`src/rtl/reg_file_sb_pkg.sv`:
```
// Shared definitions for the register file with write-pending scoreboard.
// Holds the default geometry, the register/address/count types and the status bundle.
package reg_file_sb_pkg;

  localparam int RegAddrWidth = 5;
  localparam int RegDataWidth = 32;
  localparam int PendWidth    = 2;

  typedef logic [RegDataWidth-1:0] Register;
  typedef logic [RegAddrWidth-1:0] RegAddr;
  typedef logic [PendWidth-1:0]    PendCnt;

  typedef struct packed {
    logic issue_ok;
    logic stall;
    logic sb_err;
  } SB_status;

endpackage

```
`src/rtl/reg_file_sb_if.sv`:
```
// Decode/write-back bus of the register file: read ports, issue, write-back and status.
// The master side is the pipeline, the slave side is the register file.
interface reg_file_sb_if
  import reg_file_sb_pkg::*;
#(
  parameter int DATA_W = RegDataWidth,
  parameter int ADDR_W = RegAddrWidth,
  parameter int NUM_RD = 2
) ();

  logic [NUM_RD-1:0]        rd_en;
  logic [NUM_RD*ADDR_W-1:0] rd_addr;
  logic [NUM_RD*DATA_W-1:0] rd_data;
  logic [NUM_RD-1:0]        rd_busy;
  logic                     stall;
  logic                     issue_en;
  logic [ADDR_W-1:0]        issue_dst;
  logic                     issue_ok;
  logic                     wb_en;
  logic [ADDR_W-1:0]        wb_dst;
  logic [DATA_W-1:0]        wb_data;
  logic                     flush;
  logic                     sb_err;

  modport master (
    output rd_en, rd_addr, issue_en, issue_dst, wb_en, wb_dst, wb_data, flush,
    input  rd_data, rd_busy, stall, issue_ok, sb_err
  );

  modport slave (
    input  rd_en, rd_addr, issue_en, issue_dst, wb_en, wb_dst, wb_data, flush,
    output rd_data, rd_busy, stall, issue_ok, sb_err
  );

endinterface

```
`src/rtl/reg_file_sb_pend_ctr.sv`:
```
// Per-register pending-write counter: clear has priority, never wraps in either direction.
module pend_ctr #(
  parameter int PEND_W = 2
) (
  input  logic              clk,
  input  logic              rst_n,
  input  logic              inc,
  input  logic              dec,
  input  logic              clr,
  output logic [PEND_W-1:0] cnt,
  output logic              full,
  output logic              nonzero
);

  logic [PEND_W-1:0] cnt_r;

  // count register; a simultaneous inc and dec cancel out
  always_ff @(posedge clk or negedge rst_n) begin
    if (!rst_n) begin
      cnt_r <= '0;
    end else if (clr) begin
      cnt_r <= '0;
    end else if (inc && !dec && !full) begin
      cnt_r <= cnt_r + PEND_W'(1);
    end else if (dec && !inc && nonzero) begin
      cnt_r <= cnt_r - PEND_W'(1);
    end else begin
      cnt_r <= cnt_r;
    end
  end

  assign cnt     = cnt_r;
  assign full    = &cnt_r;
  assign nonzero = |cnt_r;

endmodule

```
`src/rtl/reg_file_sb.sv`:
```
// Decode-stage register file with per-register write-pending scoreboard for RAW stalls.
// Optional REGFILE_BYPASS_EN: same-cycle write-back is forwarded to reads and releases busy.
module reg_file_sb
  import reg_file_sb_pkg::*;
#(
  parameter int DATA_W = RegDataWidth,
  parameter int ADDR_W = RegAddrWidth,
  parameter int NUM_RD = 2,
  parameter int PEND_W = PendWidth
) (
  input logic          clk,
  input logic          rst_n,
  reg_file_sb_if.slave bus
);

  localparam int NREG = 2**ADDR_W;

  logic [DATA_W-1:0]        regs_r [NREG];
  logic [PEND_W-1:0]        cnt_s  [NREG];
  logic [NREG-1:0]          inc_s;
  logic [NREG-1:0]          dec_s;
  logic [NREG-1:0]          full_s;
  logic [NREG-1:0]          nonzero_s;
  logic                     issue_ok_s;
  logic                     err_s;
  logic                     sb_err_r;
  logic [NUM_RD-1:0]        busy_s;
  logic [NUM_RD*DATA_W-1:0] rd_data_s;
  SB_status                 status_s;

  // register 0 is hardwired: no counter, never pending
  assign cnt_s[0]     = '0;
  assign inc_s[0]     = 1'b0;
  assign dec_s[0]     = 1'b0;
  assign full_s[0]    = 1'b0;
  assign nonzero_s[0] = 1'b0;

  for (genvar r = 1; r < NREG; r++) begin : g_ctr
    assign inc_s[r] = bus.issue_en & issue_ok_s & ~bus.flush & (bus.issue_dst == ADDR_W'(r));
    assign dec_s[r] = bus.wb_en & nonzero_s[r] & (bus.wb_dst == ADDR_W'(r));

    pend_ctr #(.PEND_W(PEND_W)) u_ctr (
      .clk     (clk),
      .rst_n   (rst_n),
      .inc     (inc_s[r]),
      .dec     (dec_s[r]),
      .clr     (bus.flush),
      .cnt     (cnt_s[r]),
      .full    (full_s[r]),
      .nonzero (nonzero_s[r])
    );
  end

  // a full counter still accepts an issue when a write-back drains it this cycle
  assign issue_ok_s = ~(full_s[bus.issue_dst] & ~dec_s[bus.issue_dst]);

  for (genvar p = 0; p < NUM_RD; p++) begin : g_rd
    logic [ADDR_W-1:0] addr_s;
    assign addr_s = bus.rd_addr[p*ADDR_W +: ADDR_W];
`ifdef REGFILE_BYPASS_EN
    logic byp_s;
    assign byp_s = bus.wb_en & (bus.wb_dst == addr_s) & (addr_s != '0);
    assign rd_data_s[p*DATA_W +: DATA_W] = byp_s ? bus.wb_data : regs_r[addr_s];
    assign busy_s[p] = (cnt_s[addr_s] - PEND_W'(dec_s[addr_s])) != '0;
`else
    assign rd_data_s[p*DATA_W +: DATA_W] = regs_r[addr_s];
    assign busy_s[p] = cnt_s[addr_s] != '0;
`endif
  end

  // protocol errors; a flush squashes the issue and excuses a zero-count write-back
  always_comb begin
    err_s = 1'b0;
    if (bus.flush) begin
      err_s = 1'b0;
    end else if (bus.issue_en && !issue_ok_s) begin
      err_s = 1'b1;
    end else if (bus.wb_en && (bus.wb_dst != '0) && !nonzero_s[bus.wb_dst]) begin
      err_s = 1'b1;
    end else begin
      err_s = 1'b0;
    end
  end

  // register array; entry 0 is never written so it stays zero
  always_ff @(posedge clk or negedge rst_n) begin
    if (!rst_n) begin
      for (int i = 0; i < NREG; i++) begin
        regs_r[i] <= '0;
      end
    end else if (bus.wb_en && (bus.wb_dst != '0)) begin
      regs_r[bus.wb_dst] <= bus.wb_data;
    end
  end

  // sticky error flag
  always_ff @(posedge clk or negedge rst_n) begin
    if (!rst_n) begin
      sb_err_r <= 1'b0;
    end else if (err_s) begin
      sb_err_r <= 1'b1;
    end
  end

  assign status_s.issue_ok = issue_ok_s;
  assign status_s.stall    = |(bus.rd_en & busy_s);
  assign status_s.sb_err   = sb_err_r;

  assign bus.rd_data  = rd_data_s;
  assign bus.rd_busy  = busy_s;
  assign bus.issue_ok = status_s.issue_ok;
  assign bus.stall    = status_s.stall;
  assign bus.sb_err   = status_s.sb_err;

endmodule

```
`src/flat_wrapper.sv`:
```
// flat-port wrapper written by rule: the top's interface ports become plain ports
module reg_file_sb_flat import reg_file_sb_pkg::*;
#(
  parameter int DATA_W = RegDataWidth,
  parameter int ADDR_W = RegAddrWidth,
  parameter int NUM_RD = 2,
  parameter int PEND_W = PendWidth
)
  (clk, rst_n, bus_rd_en, bus_rd_addr, bus_issue_en, bus_issue_dst, bus_wb_en, bus_wb_dst, bus_wb_data, bus_flush, bus_rd_data, bus_rd_busy, bus_stall, bus_issue_ok, bus_sb_err);
  reg_file_sb_if #(.DATA_W(DATA_W), .ADDR_W(ADDR_W), .NUM_RD(NUM_RD)) bus_i ();
  input logic clk;
  input logic rst_n;
  input wire logic [$bits(bus_i.rd_en)-1:0] bus_rd_en;
  input wire logic [$bits(bus_i.rd_addr)-1:0] bus_rd_addr;
  input wire logic [$bits(bus_i.issue_en)-1:0] bus_issue_en;
  input wire logic [$bits(bus_i.issue_dst)-1:0] bus_issue_dst;
  input wire logic [$bits(bus_i.wb_en)-1:0] bus_wb_en;
  input wire logic [$bits(bus_i.wb_dst)-1:0] bus_wb_dst;
  input wire logic [$bits(bus_i.wb_data)-1:0] bus_wb_data;
  input wire logic [$bits(bus_i.flush)-1:0] bus_flush;
  output wire logic [$bits(bus_i.rd_data)-1:0] bus_rd_data;
  output wire logic [$bits(bus_i.rd_busy)-1:0] bus_rd_busy;
  output wire logic [$bits(bus_i.stall)-1:0] bus_stall;
  output wire logic [$bits(bus_i.issue_ok)-1:0] bus_issue_ok;
  output wire logic [$bits(bus_i.sb_err)-1:0] bus_sb_err;
  assign bus_i.rd_en = bus_rd_en;
  assign bus_i.rd_addr = bus_rd_addr;
  assign bus_i.issue_en = bus_issue_en;
  assign bus_i.issue_dst = bus_issue_dst;
  assign bus_i.wb_en = bus_wb_en;
  assign bus_i.wb_dst = bus_wb_dst;
  assign bus_i.wb_data = bus_wb_data;
  assign bus_i.flush = bus_flush;
  assign bus_rd_data = bus_i.rd_data;
  assign bus_rd_busy = bus_i.rd_busy;
  assign bus_stall = bus_i.stall;
  assign bus_issue_ok = bus_i.issue_ok;
  assign bus_sb_err = bus_i.sb_err;
  reg_file_sb #(.DATA_W(DATA_W), .ADDR_W(ADDR_W), .NUM_RD(NUM_RD), .PEND_W(PEND_W)) u_core (.clk(clk), .rst_n(rst_n), .bus(bus_i));
endmodule
```
`config.mk`:
```
export PLATFORM = sky130hd
export DESIGN_NAME = reg_file_sb_flat
export DESIGN_NICKNAME = d
export VERILOG_FILES = /design/src/rtl/reg_file_sb_pkg.sv /design/src/rtl/reg_file_sb_if.sv /design/src/rtl/reg_file_sb_pend_ctr.sv /design/src/rtl/reg_file_sb.sv /design/src/flat_wrapper.sv
export SDC_FILE = /design/constraint.sdc
export NUM_CORES = 2
export LEC_CHECK = 0
export BUFFER_PORTS_ARGS = -buffer_cell sky130_fd_sc_hd__clkbuf_2
export CAP_MARGIN = 20
export CORE_MARGIN = 2
export CORE_UTILIZATION = 40
export DETAILED_ROUTE_END_ITERATION = 6
export GPL_ROUTABILITY_DRIVEN = 0
export GPL_TIMING_DRIVEN = 0
export RECOVER_POWER = 50
export SYNTH_ARGS = -nofsm -noshare
export SYNTH_HDL_FRONTEND = slang
export SYNTH_SLANG_ARGS = --single-unit
```
`constraint.sdc`:
```
create_clock -name clk -period 2.9 [get_ports clk]
set_input_delay 0.145 -clock clk [delete_from_list [all_inputs] [get_ports clk]]
set_output_delay 0.145 -clock clk [all_outputs]
set_load 0.05 [all_outputs]
```
==> results.yml <==
drt:
  drc_errors: 5
  wirelength_um: 216000
  initialDrtViolationCount: 4589
  wl_per_cell_um: 32.9
  dr.pass1.iters: 7
  final_antenna_net_count: 0
  vias: 41600
  via_per_inst: 6.32
synth:
  yosysSeqAreaShare: 0.461
  syn_avg_cell_area_um2: 14.4
  synthesis.nets: 4160
  synth_commonest_cells: "dfrtp_1 (1,087), mux2_2 (896), mux4_2 (665), nand2_1 (536), clkbuf_1 (333)"
  synthFlopType: "dfrtp_1"
  yosys-top-cells-area: "dfrtp_1 (46%), mux4_2 (25%), mux2_2 (17%)"
  async_flop_share: 1.00
  yosysMostFrequentCell: "dfrtp_1"
  netlist_instances: 4101
  synth_area_um2: 59000
  synth_top_area_frac: 0.461
  yosys.area.top_type: "dfrtp_1"
  synth-edff-count: 0
  ys_ff_latch: 1087
  yosysUniqueCellTypes: 72
  synth_warnings: 0
pwr:
  leakage_nw: 29.7
  max-vdd-ir-drop_mv: 0.568
  power_mw: 45.9
  cellPowerDensity_nw_per_um2: 661
timing:
  worst_slew_pin_slew_ns: 2.52
  setup_violations: 18
  max_slew_margin: -0.680
  worst_slack_ns: -0.182
  fmax_mhz: 324
  rsz0062_at_grt: "true"
  min_period_ns: 3.08
  whs_ns: 0.0731
  post-route-period-util: 1.06
  timing.clock.skew_ns: 0.0333
  timing.final.max_slew_violations: 190
  finalHoldViolCount: 0
die:
  dieArea_um2: 151000
  die_w_um: 388
  core_um2: 146000
  core.rowCount: 140
  initial_core_util: 0.404
  ios: 128
  die_y_um: 388
global_routing:
  grt.overflow.total: 0
  grt_pass1_vias: 41800
  grt_usage: 0.287
  antenna_found_initial: 7
  grt_max_degree: 108
  grt_first_pass_wirelength_um: 308000
cells_and_area:
  multiInputGateArea_um2: 30400
  seq_area_um2: 27200
  final_cells: 6571
  area_delta_synth_final_pct: 17.6
  stdcell_area_um2: 69400
  drive_above_1_share: 0.485
  nNetsFinal: 4610
  nFillCells: 12800
setup_path:
  slowest_stage: "mux4_2"
  crit_chain: "nor2_2 > mux4_2 > mux4_2 > mux2i_4 > a22o_1 > buf_8"
  r2r-start: "u_core.g_ctr[20].u_ctr.cnt[1]"
  cp_data_required_time_ns: 2.76
  arrival_ns: 2.94
  rrSetupSlack_ns: 0.11
  startpoint_type: "flip-flop"
  r2r-end: "u_core.g_ctr[23].u_ctr.cnt[1]"
  path_buf_inv: 1
  timing.critical_path.mode_cell: "mux4_2"
  cp_top_family: "multiplexers"
  path_class: "reg -> out"
  crit_path_max_incr_delay_ns: 0.55
  r2r_cells: 12
  worst_setup_path_end_kind: "primary output"
  cp_max_fo: 4
run_status:
  status: "complete, but fails checks"
  violations: "design-rule violations, max-capacitance violations, max-slew violations, negative setup slack"
clocking:
  cts.clk_slew.worst_paths_ns: 0.06
  cts_sinks: 1087
  cts-root-buf: "clkbuf_16"
  cts_tree: "yes"
  clock_latency_ns: 0.76
  cts_max_path_buffers: 3
  htreeDepth: 3
  cts_buffers: 118
hold_path:
  hp-class: "in -> reg"
  hold_end: "u_core.regs_r[449]"
  holdPathStages: 4
  worstHoldStart: "bus_wb_dst[3]"
place:
  placed_area_um2: 63800
  io_buffers: 117
  dp_cells: 6237
  place_hpwl_um: 155000
run:
  maxCapViolCount: 3
## worst max path at each step
stage | from | end | slack [ns] | depth (start not counted)
3_3_place_gp | rst_n | u_core.regs_r[16] | -25.91 | 1
6_report | u_core.g_ctr[30].u_ctr.cnt[0] | bus_stall | -0.18 | 6
5_1_grt | u_core.g_ctr[25].u_ctr.cnt[0] | bus_stall | -0.21 | 6
2_1_floorplan | bus_rd_addr[5] | bus_stall | 0.03 | 6
4_1_cts | u_core.g_ctr[22].u_ctr.cnt[0] | bus_issue_ok | -0.18 | 9
3_5_place_dp | bus_rd_addr[1] | bus_rd_data[31] | -0.97 | 7
## registers in the layout, indices dropped and copies added (netlist names)
signal,count
u_core.g_ctr.u_ctr.cnt,62
u_core.regs_r,1024
u_core.bus.sb_err,1
## kinds of logic (layout without fill, tap and decap cells)
family | count (synthesis) | count (layout) | share of synthesized area
buffers and inverters | 435 | 982 | 0.0290
xor gates and xnor gates | 27 | 27 | 0.00401
AOI/OAI and AO/OA | 187 | 187 | 0.0213
other | 0 | 6 | 0
DFF | 1087 | 1087 | 0.461
and+or+nand+nor | 798 | 798 | 0.0589
muxes | 1567 | 1567 | 0.426
## report_power, final
part,switching [mW],total (mW),internal (mW)
clock,6.65,15.3,8.62
sequential,1.94,19.8,17.9
combinational,4.91,10.8,5.91
total,13.5,45.9,32.4
## worst min-delay path, stage by stage
cell,delay (ns)
buf_4,0.15
nor4b_4,0.08
nand2_4,0.22
mux2_2,0.20
## cell type report
type | instances | share of cell area
flip-flops and latches | 1087 | 0.392
repair buffers | 333 | 0.0496
clock inverters | 36 | 0.00481
clock buffers | 181 | 0.0509
diodes | 6 | 0.000216
well taps | 1917 | 0.0346
multi-input cells | 2579 | 0.438
plain buffers | 430 | 0.0295
inverters | 2 | 0.000108
## stage by stage
| stage | setup WS, ns | TNS [ns] | util |
|---|---|---|---|
| after floorplan | 0.0300 | 0 | - |
| after global placement | -25.91 | - | 0.424 |
| after detailed placement | -0.970 | -175.20 | 0.437 |
| after CTS | -0.183 | -0.635 | 0.473 |
| after global routing | -0.210 | -9.04 | 0.475 |
| final | -0.182 | -0.792 | 0.475 |
## repair_timing
action / CTS / global route
buffers inserted: 42 / 19
cloned: 0 / 1
setup endpoints to repair: 68 / 166
hold buffers: 41 / 0
pin swaps: 11 / 19
gates resized for setup: 278 / 96
hold endpoints to repair: 335 / 0
## placed cells by master (no fill, tap or decap), drive strengths merged, types with 24 or more instances in the layout
master	count
nand2	546
dlygate4sd3	38
mux4	665
dfrtp	1087
nor2	105
a21oi	33
buf	259
clkinv	24
o21ai	47
clkbuf	646
mux2	897
o21bai	24
## routing by layer
metal | track usage | wire (µm)
met5 | 0.00510 | 159
met2 | 0.437 | 98500
met3 | 0.0897 | 22900
met1 | 0.375 | 83500
met4 | 0.132 | 11200
No activity file was read; power rests on OpenSTA's default activity.
